$ cat config.mk
export PLATFORM = sky130hd
export DESIGN_NAME = ifu
export DESIGN_NICKNAME = d
export VERILOG_FILES = /design/src/rtl/ifu_pkg.sv /design/src/rtl/ifu_fifo.sv /design/src/rtl/ifu.sv
export SDC_FILE = /design/constraint.sdc
export NUM_CORES = 1
export LEC_CHECK = 0
export CAP_MARGIN = 20
export CORE_ASPECT_RATIO = 1.75
export CORE_MARGIN = 4
export CORE_UTILIZATION = 30
export DETAILED_ROUTE_END_ITERATION = 10
export GPL_TIMING_DRIVEN = 0
export SETUP_SLACK_MARGIN = 0.3
export SYNTH_ARGS = -nofsm -noshare
export SYNTH_HDL_FRONTEND = slang
export SYNTH_SLANG_ARGS = --single-unit
$ cat constraint.sdc
create_clock -name clk -period 11.6 [get_ports clk]
set_input_delay 1.16 -clock clk [delete_from_list [all_inputs] [get_ports clk]]
set_output_delay 1.16 -clock clk [all_outputs]
set_load 0.03 [all_outputs]
$ cat src/rtl/ifu_pkg.sv
// ifu_pkg: shared widths, reset defaults and the fetch record for the instruction fetch unit
package ifu_pkg;
    localparam int XLEN = 32;
    localparam logic [XLEN-1:0] RESET_PC_DEFAULT = 32'h0000_0000;
    localparam logic [XLEN-1:0] BUBBLE = 32'h0000_0000;
    localparam logic [XLEN-1:0] PC_STEP = 32'd4;

    typedef struct packed {
        logic [XLEN-1:0] pc;
        logic [XLEN-1:0] instr;
    } fetch_t;
endpackage

$ cat src/rtl/ifu_fifo.sv
// ifu_fifo: synchronous FIFO with clear, occupancy count and empty/full flags
module ifu_fifo
    import ifu_pkg::*;
#(
    parameter int W = XLEN,
    parameter int DEPTH = 4,
    localparam int AW = $clog2(DEPTH),
    localparam int CW = $clog2(DEPTH + 1)
) (
    input  logic          clk,
    input  logic          rst_n,
    input  logic          push,
    input  logic          pop,
    input  logic          clear,
    input  logic [W-1:0]  din,
    output logic [W-1:0]  dout,
    output logic [CW-1:0] count,
    output logic          empty,
    output logic          full
);
    logic [W-1:0] mem_q [DEPTH];
    logic [AW-1:0] rd_ptr_q, rd_ptr_d, wr_ptr_q, wr_ptr_d;
    logic [CW-1:0] count_q, count_d;
    logic do_push, do_pop;

    // pointer and occupancy update; clear wins over push and pop
    always_comb begin
        do_push = push && !full;
        do_pop = pop && !empty;
        wr_ptr_d = clear ? '0 : wr_ptr_q + AW'(do_push);
        rd_ptr_d = clear ? '0 : rd_ptr_q + AW'(do_pop);
        count_d = clear ? '0 : count_q + CW'(do_push) - CW'(do_pop);
        dout = mem_q[rd_ptr_q];
        count = count_q;
        empty = count_q == '0;
        full = count_q == CW'(DEPTH);
    end

    // pointer and count registers
    always_ff @(posedge clk or negedge rst_n) begin
        if (!rst_n) begin
            wr_ptr_q <= '0;
            rd_ptr_q <= '0;
            count_q <= '0;
        end else begin
            wr_ptr_q <= wr_ptr_d;
            rd_ptr_q <= rd_ptr_d;
            count_q <= count_d;
        end
    end

    // storage array, written only on an accepted push
    always_ff @(posedge clk) begin
        if (do_push && !clear) mem_q[wr_ptr_q] <= din;
    end
endmodule

$ cat src/rtl/ifu.sv
// ifu: instruction fetch unit issuing in-order word fetches and feeding the IF/ID register
module ifu
    import ifu_pkg::*;
#(
    parameter logic [XLEN-1:0] RESET_PC = RESET_PC_DEFAULT,
    parameter int DEPTH = 4
) (
    input  logic            clk,
    input  logic            rst_n,
    input  logic            jump_en,
    input  logic [XLEN-1:0] jump_addr,
    input  logic            hold,
    output logic            ibus_req,
    output logic [XLEN-1:0] ibus_addr,
    input  logic            ibus_gnt,
    input  logic            ibus_rvalid,
    input  logic [XLEN-1:0] ibus_rdata,
    output logic            instr_valid_o,
    output logic [XLEN-1:0] instr_o,
    output logic [XLEN-1:0] pc_o
);
    localparam int CW = $clog2(DEPTH + 1);
    localparam logic [CW:0] DEPTH_C = (CW + 1)'(DEPTH);

    logic [XLEN-1:0] pc_q, pc_d;
    logic [CW-1:0] outstanding_q, outstanding_d, discard_q, discard_d;
    logic [CW:0] in_flight;
    logic grant, keep, pop;
    fetch_t fifo_din, fifo_dout;
    logic [CW-1:0] fifo_count, pend_count;
    logic fifo_empty, fifo_full, pend_empty, pend_full;
    logic [XLEN-1:0] pend_pc;
    logic unused_flags;

    // request credit, response routing, output muxing and next-state values
    always_comb begin
        in_flight = {1'b0, outstanding_q} + {1'b0, fifo_count};
        ibus_req = rst_n && !jump_en && (in_flight < DEPTH_C);
        ibus_addr = pc_q;
        grant = ibus_req && ibus_gnt;
        keep = ibus_rvalid && !jump_en && (discard_q == '0) && !pend_empty;
        instr_valid_o = !fifo_empty && !jump_en;
        pop = instr_valid_o && !hold;
        instr_o = instr_valid_o ? fifo_dout.instr : BUBBLE;
        pc_o = instr_valid_o ? fifo_dout.pc : BUBBLE;
        fifo_din.pc = pend_pc;
        fifo_din.instr = ibus_rdata;
        outstanding_d = outstanding_q + CW'(grant) - CW'(ibus_rvalid);
        discard_d = jump_en ? outstanding_d : discard_q - CW'(ibus_rvalid && (discard_q != '0));
        pc_d = jump_en ? jump_addr : grant ? pc_q + PC_STEP : pc_q;
        unused_flags = ^{fifo_full, pend_full, pend_count};
    end

    // program counter and bus bookkeeping registers
    always_ff @(posedge clk or negedge rst_n) begin
        if (!rst_n) begin
            pc_q <= RESET_PC;
            outstanding_q <= '0;
            discard_q <= '0;
        end else begin
            pc_q <= pc_d;
            outstanding_q <= outstanding_d;
            discard_q <= discard_d;
        end
    end

    // addresses of granted fetches still awaiting their (non-discarded) response
    ifu_fifo #(.W(XLEN), .DEPTH(DEPTH)) u_pend (
        .clk(clk),
        .rst_n(rst_n),
        .push(grant),
        .pop(keep),
        .clear(jump_en),
        .din(pc_q),
        .dout(pend_pc),
        .count(pend_count),
        .empty(pend_empty),
        .full(pend_full)
    );

    // prefetch buffer of {pc, instr} pairs presented to IF/ID
    ifu_fifo #(.W($bits(fetch_t)), .DEPTH(DEPTH)) u_fetch (
        .clk(clk),
        .rst_n(rst_n),
        .push(keep),
        .pop(pop),
        .clear(jump_en),
        .din(fifo_din),
        .dout(fifo_dout),
        .count(fifo_count),
        .empty(fifo_empty),
        .full(fifo_full)
    );
endmodule

==> insert_results.sql, run 1 <==
INSERT INTO impl_metrics (metric_group, metric, value, unit) VALUES
('grt', 'grt_use_total', '13.1', '%'),
('routing', 'drcViolationCount', '0', ''),
('worst_setup_path', 'timing.reg2reg.setup_slack', '8.60', 'ns'),
('floorplan', 'initial_utilization', '30.3', '%'),
('sta', 'slew_violations', '0', ''),
('clock_network', 'clkSlewWorstSetupHoldPaths', '0.06', 'ns'),
('sta', 'post_route_setup_tns', '0', 'ns'),
('clock_network', 'cts_root_buffer', 'clkbuf_16', ''),
('min_path', 'hp-class', 'input pin to async pin', ''),
('worst_setup_path', 'reg2reg_depth', '8', ''),
('pwr', 'power.density', '170', 'mW/mm^2'),
('pwr', 'total_switching_power', '0.000944', 'W'),
('cells_and_area', 'final_area', '0.0215', 'mm^2'),
('run_status', 'status', 'finished clean', ''),
('place', 'port-buffer-count', '166', ''),
('sta', 'timing.final.hold_violations', '0', ''),
('clock_network', 'setup_repair_bufs_after_cts', '0', ''),
('synth', 'postSynthCellCount', '898', ''),
('routing', 'wl_cell', '21.3', 'um'),
('cells_and_area', 'layout-area-overhead-vs-synth', '24.5', '%'),
('sta', 'max_slew.worst_pin.slew', '0.934', 'ns'),
('routing', 'drt.antenna.violating_nets', '0', ''),
('clock_network', 'cts_repair_resize_count', '0', ''),
('place', 'place.detailed.hpwl', '28500', 'um'),
('floorplan', 'io_pins', '168', ''),
('worst_setup_path', 'r2r-end', 'u_pend.mem_q[0][22]', ''),
('synth', 'synthesis.yosys.warnings', '0', ''),
('routing', 'route.detailed.vias_per_inst', '4.70', ''),
('place', 'placement.cell_area', '0.0203', 'mm^2'),
('floorplan', 'core_region_area', '0.0572', 'mm^2'),
('clock_network', 'clock_insertion_delay_at_the_later_pin_of_the_skew_report', '0.55', 'ns'),
('worst_setup_path', 'critical_path_required', '10.44', 'ns'),
('synth', 'ys_dominant_reg_cell', 'edfxtp_1', ''),
('grt', 'antenna_violations_before_repair', '0', ''),
('grt', 'grt_start_max_net_pins', '38', ''),
('sta', 'fin_crit_share', '43.5', '%'),
('sta', 'setup_repair_after_global_routing_missed_its_margin', 'false', ''),
('clock_network', 'cts_tree', 'yes', ''),
('grt', 'grt_pass1_vias', '9832', ''),
('pwr', 'power.internal', '0.00272', 'W'),
('sta', 'finalClockSkew', '0.0198', 'ns'),
('sta', 'max-slew-margin-rel', '37.7', '%'),
('pwr', 'clock_power_share', '34.6', '%'),
('grt', 'grt_overflow_total', '0', ''),
('synth', 'total_of_flip_flops_plus_latches_after_synthesis', '436', ''),
('pwr', 'power.leakage', '6.99', 'nW'),
('cells_and_area', 'filler_cell_count', '5375', ''),
('synth', 'postSynthNetCount', '986', ''),
('clock_network', 'ctsHtreeMaxLevel', '2', ''),
('floorplan', 'die_outline_area', '0.0617', 'mm^2'),
('cells_and_area', 'antennaDiodeCount', '0', ''),
('floorplan', 'placementRows', '116', ''),
('synth', 'yosys.cell_types.count', '52', ''),
('sta', 'max_freq', '198', 'MHz'),
('synth', 'async_reset_ff_share', '11.9', '%'),
('synth', 'syn-mean-instance-area', '19.3', 'um^2'),
('clock_network', 'clock_buffer_depth', '3', ''),
('sta', 'post-route-min-period', '5.04', 'ns'),
('worst_setup_path', 'reg2reg_from', 'u_fetch.count[1]', ''),
('worst_setup_path', 'crit_path_end_kind', 'primary output', ''),
('grt', 'global_route_wire_length_before_repair', '61400', 'um'),
('cells_and_area', 'nets', '1214', ''),
('pwr', 'comb_power_share', '15.1', '%'),
('routing', 'route.final.wire_length', '40900', 'um'),
('synth', 'mappedNetlistArea', '0.0173', 'mm^2'),
('place', 'gp_congestion', '0.821', ''),
('routing', 'vias', '9042', ''),
('clock_network', 'tritoncts_num_sinks', '436', ''),
('run', 'timing.max_cap.violations', '0', ''),
('cells_and_area', 'commonest_cells_after_routing_fill_and_taps_aside', 'edfxtp_1 (384), clkdlybuf4s50_1 (165), mux4_2 (96)', ''),
('sta', 'timing.final.setup_violations', '0', '');
[synth_stat cells (all sizes together), types with 4 or more instances]
master,number,area (um^2)
mux2i,6,60.1
edfxtp,384,11500
clkbuf,24,90.1
nor2,22,82.6
o211ai,4,30.0
and2,66,413
nor3b,5,47.5
and4,7,61.3
a221o,7,70.1
nor2b,11,68.8
buf,20,103
nor3,8,40.0
xnor2,9,78.8
nand2b,5,31.3
nand4,11,83.8
o21ai,17,85.1
nand3b,4,30.0
a21oi,7,35.0
dfrtp,52,1300
and3,5,31.3
nand2,40,150
o311ai,6,52.6
inv,15,56.3
nand3,19,95.1
ha,15,188
mux4,96,2160
xor2,5,43.8
[layer usage]
layer  up-vias  GRT usage (%)  part of all wire (%)
li1       4039              -                     -
met1      4652           14.7                    38
met2       258           24.2                    54
met3        93           2.12                   4.2
met4         0           6.01                   4.5
met5         -              0                     0
[how the worst max path moves through the flow]
stage	startpoint	cells past startpoint	endpoint	slack, ns
3_3_place_gp	ibus_rvalid	4	u_fetch.mem_q[0][30]	-0.86
4_1_cts	jump_en	7	pc_o[1]	6.37
6_report	jump_en	7	pc_o[1]	6.56
2_1_floorplan	jump_en	4	u_fetch.mem_q[0][0]	4.53
3_5_place_dp	jump_en	7	pc_o[1]	6.38
5_1_grt	jump_en	7	pc_o[1]	6.40
[state kept, by name, indices dropped and copies added (netlist names)]
register	flops
discard_q	3
ibus_addr	32
outstanding_q	3
u_fetch.count	3
u_fetch.mem_q	256
u_fetch.rd_ptr_q	2
u_fetch.wr_ptr_q	2
u_pend.count	3
u_pend.mem_q	128
u_pend.rd_ptr_q	2
u_pend.wr_ptr_q	2
[power by group through the flow]
stage               Sequential [W]  Combinational (W)  Clock [W]
floorplan                  0.00188           0.000304          0
global placement           0.00187           0.000552          0
detailed placement         0.00188           0.000570          0
CTS                        0.00184           0.000572    0.00132
global route               0.00185           0.000603    0.00137
finish                     0.00184           0.000554    0.00127
[worst max-delay path, cell delays in order]
cell and delay (ns):
buf_2 0.14, nor2_1 0.31, clkbuf_1 0.48, buf_8 0.23, clkbuf_1 0.60, and2_1 0.23
clkdlybuf4s50_1 0.72
[cell type report]
cell class | instances | area [um^2] | share of cell area (%)
plain buffers | 44 | 193 | 0.895
clock buffers | 56 | 1100 | 5.12
clock inverters | 16 | 151 | 0.703
inverters | 15 | 56.3 | 0.261
multi-input cells | 403 | 4260 | 19.8
flip-flops and latches | 436 | 12800 | 59.6
well taps | 767 | 960 | 4.46
repair buffers | 186 | 1980 | 9.19
[cell families after synthesis]
| kind of cell | synth area share (%) |
|---|---|
| DFF | 74.2 |
| AOI/OAI and AO/OA | 2.10 |
| and+or+nand+nor | 7.10 |
| buffers and inverters | 1.44 |
| adders and majority gates | 1.43 |
| xor gates and xnor gates | 0.709 |
| muxes | 13.0 |
[stage by stage]
| stage | hold slack (ns) | utilization, % | instances | setup slack (ns) | total power, W |
|---|---|---|---|---|---|
| floorplan | 0.500 | - | 898 | 4.53 | 0.00219 |
| global placement | 0.549 | 34.8 | 1831 | -0.862 | 0.00243 |
| detailed placement | 0.570 | 35.5 | 1851 | 6.38 | 0.00245 |
| CTS | 0.541 | 37.7 | 1923 | 6.37 | 0.00373 |
| global route | 0.573 | 37.7 | 1923 | 6.40 | 0.00382 |
| finish | 0.560 | 37.7 | 1923 | 6.56 | 0.00367 |
Power figures use the tool's default switching activity.
==> run 2: changes to the inputs <==
Clock period 11.6 ns to 4.6 ns, I/O delays scaled along.
==> run 2 against run 1 <==
  * Utilization increased by 0.24 points
  * Hold slack got worse by 0.095 ns
  * Clock power grew to 2.7 times the previous value
  * Critical path type is now flip-flop to primary output
  * Die area unchanged
==> insert_results.sql, run 2 (synthesized netlist as in run 1, its figures left out) <==
INSERT INTO impl_metrics (metric_group, metric, value, unit) VALUES
('clock_network', 'ctsHtreeMaxLevel', '2', ''),
('sta', 'post-route-min-period', '3.92', 'ns'),
('cells_and_area', 'post_route_insts_no_fill', '1925', ''),
('floorplan', 'io_pins', '168', ''),
('sta', 'max_freq', '255', 'MHz'),
('routing', 'detail_route.first_pass.iterations', '4', ''),
('sta', 'max-slew-margin-rel', '38.1', '%'),
('pwr', 'total_switching_power', '0.00243', 'W'),
('routing', 'route.final.wire_length', '41100', 'um'),
('floorplan', 'fp.dieW', '190', 'um'),
('worst_setup_path', 'crit_path_end_kind', 'primary output', ''),
('place', 'place.detailed.instances', '1846', ''),
('sta', 'fin_crit_share', '85.3', '%'),
('pwr', 'comb_power_share', '14.8', '%'),
('pwr', 'power_switching_share', '25.6', '%'),
('floorplan', 'initial_utilization', '30.3', '%'),
('sta', 'fin_hold_ws', '0.465', 'ns'),
('sta', 'timing.final.hold_violations', '0', ''),
('routing', 'drcViolationCount', '0', ''),
('cells_and_area', 'filler_cell_count', '5318', ''),
('cells_and_area', 'commonest_cells_after_routing_fill_and_taps_aside', 'edfxtp_1 (384), clkdlybuf4s50_1 (165), mux4_2 (96)', ''),
('clock_network', 'clock_buffer_depth', '3', ''),
('cells_and_area', 'register_name_with_the_most_flops', 'u_fetch.mem_q', ''),
('cells_and_area', 'post_route_cells_drive_above_1_share', '18.1', '%'),
('grt', 'global_route_wire_length_before_repair', '62400', 'um'),
('worst_setup_path', 'cp_max_fo', '10', ''),
('clock_network', 'cts_inserted_buffers', '42', ''),
('worst_setup_path', 'worstSetupPathType', 'flip-flop to primary output', ''),
('min_path', 'hp-class', 'input pin to async pin', ''),
('place', 'port-buffer-count', '166', ''),
('sta', 'slew_violations', '0', ''),
('place', 'gp_congestion', '0.805', ''),
('routing', 'vias', '9003', ''),
('cells_and_area', 'nets', '1212', ''),
('pwr', 'power.density', '438', 'mW/mm^2'),
('clock_network', 'clock_insertion_delay_at_the_later_pin_of_the_skew_report', '0.56', 'ns'),
('routing', 'drt.antenna.violating_nets', '0', ''),
('cells_and_area', 'antennaDiodeCount', '0', ''),
('floorplan', 'core_region_area', '0.0572', 'mm^2'),
('grt', 'antenna_violations_before_repair', '2', ''),
('pwr', 'irDropWorstVdd', '332', 'uV'),
('grt', 'grt_pass1_vias', '9823', ''),
('pwr', 'clock_power_share', '36.1', '%'),
('grt', 'grt_overflow_total', '0', ''),
('sta', 'setup_repair_after_global_routing_missed_its_margin', 'false', ''),
('grt', 'grt_start_max_net_pins', '45', ''),
('place', 'dp_worst_setup_slack', '0.876', 'ns'),
('clock_network', 'cts_tree', 'yes', ''),
('cells_and_area', 'largest_register_ff_count', '256', ''),
('routing', 'route.detailed.vias_per_inst', '4.68', ''),
('routing', 'dr.first_iter.drc_count', '431', ''),
('routing', 'wl_cell', '21.3', 'um'),
('sta', 'finalClockSkew', '0.0194', 'ns'),
('run', 'timing.max_cap.violations', '0', ''),
('pwr', 'sequentialPowerShare', '49.1', '%'),
('cells_and_area', 'layout-area-overhead-vs-synth', '25.3', '%'),
('grt', 'grt_use_total', '13.3', '%'),
('clock_network', 'tritoncts_num_sinks', '436', ''),
('run_status', 'status', 'finished clean', ''),
('place', 'place.detailed.hpwl', '28500', 'um'),
('worst_setup_path', 'worst_ep_arrival_time', '3.46', 'ns'),
('floorplan', 'die_h', '326', 'um'),
('sta', 'layout_setup_ws', '0.676', 'ns'),
('floorplan', 'placementRows', '116', ''),
('cells_and_area', 'layout_commonest_cell', 'edfxtp_1', ''),
('pwr', 'power.leakage', '7.04', 'nW'),
('pwr', 'power.internal', '0.00705', 'W'),
('clock_network', 'cts_root_buffer', 'clkbuf_16', ''),
('floorplan', 'die_outline_area', '0.0617', 'mm^2'),
('sta', 'timing.final.setup_violations', '0', ''),
('clock_network', 'clkSlewWorstSetupHoldPaths', '0.06', 'ns'),
('worst_setup_path', 'timing.critical_path.from_type', 'flip-flop', ''),
('sta', 'max_slew.worst_pin.slew', '0.929', 'ns'),
('worst_setup_path', 'critical_path_required', '4.14', 'ns');
[run 2: worst max-delay path, cell delays in order (launching register included)]
cell and delay, ns:
dfrtp_1 0.35, clkbuf_1 0.69, buf_1 0.68, mux4_2 0.42, and2_1 0.17, clkdlybuf4s50_1 0.59
[run 2: area by class of cell]
cell class	instances	area, um^2	share of cell area, %
sequential	436	12800	59.2
multi-input combinational	403	4270	19.7
timing repair buffer	182	1990	9.19
clock buffer	54	1140	5.25
tap	767	960	4.43
clock inverter	24	226	1.04
buffer	44	194	0.895
inverter	15	56.3	0.260
[run 2: metal layers]
metal / track usage [%] / vias up / part of all wire (%)
met2: 25.3 / 229 / 55
met1: 15.0 / 4687 / 38
met4: 4.56 / 0 / 2.9
met5: 0 / - / 0
met3: 2.12 / 61 / 4.1
li1: - / 4026 / -
[run 2: power groups by stage]
| stage | sequential, W | clock (W) | combinational (W) |
|---|---|---|---|
| after global placement | 0.00472 | 0 | 0.00139 |
| final | 0.00465 | 0.00343 | 0.00140 |
| after detailed placement | 0.00474 | 0 | 0.00144 |
| after global routing | 0.00467 | 0.00370 | 0.00153 |
| after CTS | 0.00465 | 0.00354 | 0.00145 |
| after floorplan | 0.00475 | 0 | 0.000767 |
[run 2: path summary, 6_finish.rpt]
check | startpoint | endpoint | slack, ns | cells after the start
hold / removal | rst_n | ibus_addr[15] | 0.46 | 2
setup / recovery | u_fetch.rd_ptr_q[1] | instr_o[3] | 0.68 | 5
max in group asynchronous | rst_n | ibus_addr[8] | 3.50 | 3
hold reg to reg | outstanding_q[0] | outstanding_q[0] | 0.57 | 1
setup reg to reg | u_fetch.count[1] | u_pend.mem_q[0][20] | 1.60 | 7
min in group clk | jump_addr[22] | ibus_addr[22] | 0.46 | 3
[run 2: timing repair]
action / in CTS / in global routing
hold buffers: 1 / 0
endpoints found under the hold margin: 26 / 0
setup endpoints to repair: 1 / 0
setup buffers: 0 / 0
gates resized for setup: 1 / 0
[run 2: stage by stage]
step / setup TNS (ns) / total power [W] / cell area, um^2 / utilization (%)
2_1_floorplan: 0 / 0.00551 / 17300 / -
3_3_place_gp: -567.74 / 0.00612 / 19900 / 34.9
3_5_place_dp: 0 / 0.00618 / 20300 / 35.5
4_1_cts: 0 / 0.00964 / 21700 / 37.9
5_1_grt: 0 / 0.00989 / 21700 / 37.9
6_report: 0 / 0.00948 / 21700 / 37.9
